$ cat src/rtl/instr_loader_pkg.sv
// Shared definitions for the boot-time instruction loader: memory depth,
// word geometry and the loader state encoding.
package instr_loader_pkg;

  localparam int DEPTH          = 32;
  localparam int BYTES_PER_WORD = 4;
  localparam int ADDR_W         = 5;
  localparam int CNT_W          = 6;

  typedef enum logic [2:0] {
    ST_IDLE,
    ST_RECV,
    ST_WRITE,
    ST_DONE,
    ST_ERR
  } state_t;

  function automatic logic count_legal(input logic [CNT_W-1:0] wc, input int depth);
    return (wc != '0) && (int'(wc) <= depth);
  endfunction

endpackage

$ cat src/rtl/instr_loader_word_assembler.sv
// Big-endian byte-to-word shifter: the first byte of a word ends up in [31:24].
module word_assembler
  import instr_loader_pkg::*;
(
  input  logic        i_clk,
  input  logic        i_rst_n,
  input  logic        i_clear,
  input  logic        i_byte_en,
  input  logic [7:0]  i_byte,
  output logic [31:0] o_word_next,
  output logic        o_complete
);

  logic [31:0] r_shift;
  logic [1:0]  r_cnt;

  always_ff @(posedge i_clk) begin
    if (!i_rst_n) begin
      r_shift <= '0;
      r_cnt   <= '0;
    end else if (i_clear) begin
      r_shift <= '0;
      r_cnt   <= '0;
    end else if (i_byte_en) begin
      r_shift <= {r_shift[23:0], i_byte};
      r_cnt   <= r_cnt + 2'd1;
    end
  end

  // Word including the byte being accepted now, so the top can capture it on the 4th byte.
  assign o_word_next = {r_shift[23:0], i_byte};
  assign o_complete  = i_byte_en && (r_cnt == 2'(BYTES_PER_WORD - 1));

endmodule

$ cat src/rtl/instr_loader.sv
// Streams program bytes into instruction memory, holding the CPU in reset until loaded.
//   state | meaning
//   IDLE  | waiting for Start, CPU held
//   RECV  | accepting bytes of the current word
//   WRITE | one-cycle memory write of the assembled word
//   DONE  | program loaded, CPU released
//   ERR   | Start rejected for an illegal WordCount
module instr_loader #(
  parameter int DEPTH = instr_loader_pkg::DEPTH
) (
  input  logic        Clk,
  input  logic        Reset,
  input  logic        Start,
  input  logic        Abort,
  input  logic [5:0]  WordCount,
  input  logic [7:0]  ByteIn,
  input  logic        ByteValid,
  output logic        ByteReady,
  output logic        InstrWrEn,
  output logic [4:0]  InstrWrAddr,
  output logic [31:0] InstrWrData,
  output logic        CPUHold,
  output logic        Busy,
  output logic        Done,
  output logic        Error
);
  import instr_loader_pkg::*;

  state_t            r_state, w_next;
  logic [ADDR_W-1:0] r_addr, r_last, r_wr_addr;
  logic [31:0]       r_wr_data;
  logic [31:0]       w_word_next;
  logic              w_complete, w_accept, w_launch, w_ready_state;

  assign w_ready_state = (r_state == ST_IDLE) || (r_state == ST_DONE) || (r_state == ST_ERR);
  assign w_launch      = w_ready_state && Start && count_legal(WordCount, DEPTH);
  assign w_accept      = ByteValid && ByteReady;

  word_assembler u_asm (
    .i_clk       (Clk),
    .i_rst_n     (Reset),
    .i_clear     (w_launch),
    .i_byte_en   (w_accept),
    .i_byte      (ByteIn),
    .o_word_next (w_word_next),
    .o_complete  (w_complete)
  );

  always_ff @(posedge Clk) begin
    if (!Reset) r_state <= ST_IDLE;
    else        r_state <= w_next;
  end

  always_comb begin
    w_next    = r_state;
    ByteReady = 1'b0;
    InstrWrEn = 1'b0;
    case (r_state)
      ST_IDLE, ST_DONE, ST_ERR: begin
        if (Start) w_next = w_launch ? ST_RECV : ST_ERR;
      end
      ST_RECV: begin
        ByteReady = !Abort;
        if (Abort)           w_next = ST_IDLE;
        else if (w_complete) w_next = ST_WRITE;
      end
      ST_WRITE: begin
        if (Abort) begin
          w_next = ST_IDLE;
        end else begin
          InstrWrEn = 1'b1;
          w_next    = (r_addr == r_last) ? ST_DONE : ST_RECV;
        end
      end
      default: w_next = ST_IDLE;
    endcase
  end

  // Write data/address are captured on entry to WRITE and then left alone.
  always_ff @(posedge Clk) begin
    if (!Reset) begin
      r_addr    <= '0;
      r_last    <= '0;
      r_wr_addr <= '0;
      r_wr_data <= '0;
    end else begin
      if (w_launch) begin
        r_addr <= '0;
        r_last <= ADDR_W'(WordCount - 6'd1);
      end
      if (w_complete) begin
        r_wr_data <= w_word_next;
        r_wr_addr <= r_addr;
      end
      if (r_state == ST_WRITE && !Abort && r_addr != r_last) r_addr <= r_addr + 1'b1;
    end
  end

  assign InstrWrAddr = r_wr_addr;
  assign InstrWrData = r_wr_data;
  assign CPUHold     = (r_state != ST_DONE);
  assign Done        = (r_state == ST_DONE);
  assign Busy        = (r_state == ST_RECV) || (r_state == ST_WRITE);
  assign Error       = (r_state == ST_ERR);

endmodule
$ cat config.mk
export PLATFORM = sky130hd
export DESIGN_NAME = instr_loader
export DESIGN_NICKNAME = d
export VERILOG_FILES = /design/src/rtl/instr_loader_pkg.sv /design/src/rtl/instr_loader_word_assembler.sv /design/src/rtl/instr_loader.sv
export SDC_FILE = /design/constraint.sdc
export NUM_CORES = 1
export LEC_CHECK = 0
export ABC_AREA = 1
export BUFFER_PORTS_ARGS = -buffer_cell sky130_fd_sc_hd__buf_2
export CORE_ASPECT_RATIO = 1.2
export CORE_UTILIZATION = 50
export DETAILED_ROUTE_END_ITERATION = 10
export PLACE_DENSITY = 0.84
export REMOVE_ABC_BUFFERS = 1
export SLEW_MARGIN = 15
export SYNTH_ARGS = -nofsm -noshare
export SYNTH_HDL_FRONTEND = slang
export SYNTH_SLANG_ARGS = --single-unit
$ cat constraint.sdc
create_clock -name Clk -period 2.25 [get_ports Clk]
set_input_delay 0.45 -clock Clk [delete_from_list [all_inputs] [get_ports Clk]]
set_output_delay 0.45 -clock Clk [all_outputs]
set_load 0.1 [all_outputs]
==> results.toml <==
[timing]
setup_violations = 0
hold_viol = 0
finalSetupTns_ns = 0
fin_crit_ns = 1.93
tightest_slew_ns = 0.547
fin_hold_ws_ns = 0.307
slew-limit-headroom_pct = 63.5
maxSlewViolCount = 0
fmax_mhz = 519
skew_ns = 0.0107
rsz0062_at_grt = "no"
min_period_over_period_pct = 85.6
layout_setup_ws_ns = 0.324

[synth]
synth-simple-area-share_pct = 25.9
yosysWarningCount = 0
yosys.area_share.adder_pct = 1.22
synth-seq-cells = 76
synth_xor_area_share_pct = 1.71
synth_top_family_by_area = "simple AND/OR/NAND/NOR gates"
ys_seq_area_share_pct = 49.6
synthCells = 395
syn_area_um2 = 3070
synthMuxAreaShare_pct = 0
syn_avg_cell_area_um2 = 7.77
ys_types = 25
synth_compound_area_share_pct = 14.4

[worst_hold_path]
min_path_cells = 2
worst_hold_path_type = "in2reg"
hold_start = "WordCount[0]"
min_to = "r_last[0]"

[setup_path]
worstReg2RegStart = "r_state[2]"
crit_required_ns = 2.49
r2r_end = "InstrWrData[1]"
cp_slowest_cell = "dfxtp_1"
crit_buf_inv = 2
critPathLaunch = "r_state[2]"
timing.reg2reg.worst_path_depth = 8
crit_chain = "inv_2 -> nand3_2 -> nor2_4 -> nand2_4 -> nor2_4 -> inv_2 -> o21ai_0 -> nor2_1"
worst_setup_path_start_kind = "flop"
max_stage_delay_ns = 0.32
crit_family = "simple AND/OR/NAND/NOR gates"
critPathMaxFanout = 33
cp_data_arrival_time_ns = 2.17
worst_setup_path_end_kind = "flop"
ff2ff_setup_slack_ns = 0.32
crit_type = "reg2reg"

[cells_and_area]
multiInputGateArea_um2 = 1330
fin_cells = 536
layout-drive-gt1-share_pct = 21.1
nFillCells = 514
seqCellArea_um2 = 1520
layout_common_cells = "nor2_1, dfxtp_1, buf_2, nand2_1, nand3_1"
final_common_cell = "nor2_1"
fin_nets = 473
syn_to_final_growth_pct = 17.2
antennaDiodeCount = 0
fin_util_pct = 62.2
fin_area_um2 = 3600

[clock_network]
cts_root_buffer = "clkbuf_8"
clkTransAtPathRegs_ns = 0.08
cts.sinks = 76
clockBufferDepth = 2
ctsHtreeMaxLevel = 3
cts_buffers = 9
ctsResizeCount = 0
cts_hold_buffers = 0
cts_tree = "built"
clk_latency_ns = 0.35
postCtsSetupBuffers = 0

[pwr]
p_per_area_nw_per_um2 = 731
power_mw = 2.63
total_leakage_power_nw = 1.54
vdd_ir_drop_max_mv = 0.467

[place]
gp_congestion = 0.775
placed_area_um2 = 3390
dp_hpwl_um = 4740
dp.cells = 520
numPortBuffers = 61
place_ws_ns = 0.253

[route]
avgRoutedWirePerCell_um = 12.8
drc = 0
drtPass1Iterations = 5
drt_iter0_drc = 116
drtAntennaViolNets = 0
num_vias = 2808
drt_wl_total_um = 6840
viasPerCell = 5.24

[floorplan]
core_um2 = 5780
die_x_um = 73.5
die_h_um = 87.8
fp.dieArea_um2 = 6450
io-pin-count = 62
num_rows = 30
start_util_pct = 53.1

[grt]
grt_max_degree = 34
grt_pass1_vias = 2567
gr-usage-all-layers_pct = 22.6
gr-total-overflow = 0
grt_pass1_wl_um = 11200
antenna_found_initial = 0

[run]
cap_violations = 0

[status]
status = "complete, no violations"
layout make-up:
class	count	share of cell area (%)
Clock inverter	6	1.77
Sequential cell	76	42.3
Timing Repair Buffer	67	10.2
Inverter	21	2.19
Clock buffer	10	3.83
Tap cell	80	2.78
Multi-Input combinational cell	276	37.0
kinds of logic (layout without fill, tap and decap cells):
kind of cell,count (synthesis),count (layout)
compound gates,88,88
fa+ha+maj,3,3
flops,76,76
buf+inv,43,104
xor+xnor,6,6
simple gates,179,179
synthesized netlist by cell type:
cell type	instances	area, um2
ha_1	3	37.5
nand2_4	1	11.3
nand2_1	45	169
inv_2	3	11.3
nand2_2	3	18.8
nand3_2	1	10.0
inv_1	18	67.6
clkbuf_1	8	30.0
o21ai_0	23	115
xnor2_1	3	26.3
nor2_2	1	6.26
dfxtp_1	76	1520
a21oi_1	41	205
nor2_4	3	33.8
buf_2	6	30.0
nand3_1	44	220
nand4_4	1	21.3
nor3b_1	1	7.51
buf_6	5	56.3
o21bai_1	1	7.51
o21ai_1	23	115
nor2_1	78	293
xor2_1	3	26.3
nor3_1	1	5.00
buf_4	3	22.5
metal layers:
layer  part of all wire [%]  wire [um]  vias to the layer above  GRT usage [%]
met4                    1.2         81                        0           9.44
met1                     42       2880                     1317           26.4
met5                      0          0                        -              0
li1                       -          -                     1406              -
met3                    5.6        386                       12           3.91
met2                     51       3490                       73           40.4
flip-flops by register name (all words and copies together) (netlist names):
signal	count
InstrWrData	32
u_asm.r_shift	24
InstrWrAddr	5
r_addr	5
r_last	5
r_state	3
u_asm.r_cnt	2
worst max path at each step:
| stage | end | slack [ns] | depth (start not counted) |
|---|---|---|---|
| after floorplan | InstrWrData[0] | -0.57 | 8 |
| after global placement | InstrWrData[0] | 0.32 | 7 |
| after detailed placement | InstrWrData[1] | 0.25 | 7 |
| after CTS | InstrWrEn | 0.32 | 4 |
| after global routing | InstrWrData[2] | 0.14 | 8 |
| final | InstrWrData[1] | 0.32 | 8 |
report_power, final:
| part | switching (mW) | internal [mW] | leakage [nW] |
|---|---|---|---|
| clock network | 0.502 | 0.540 | 0.0983 |
| registers | 0.0109 | 1.36 | 0.613 |
| logic | 0.158 | 0.0593 | 0.830 |
worst register-to-register path, stage by stage, from the launching register on:
cell and delay (ns):
dfxtp_1 0.32, inv_2 0.08, nand3_2 0.11, nor2_4 0.22
nand2_4 0.24, nor2_4 0.27, inv_2 0.27, o21ai_0 0.26
nor2_1 0.06
(Power assumes the default switching activity.)
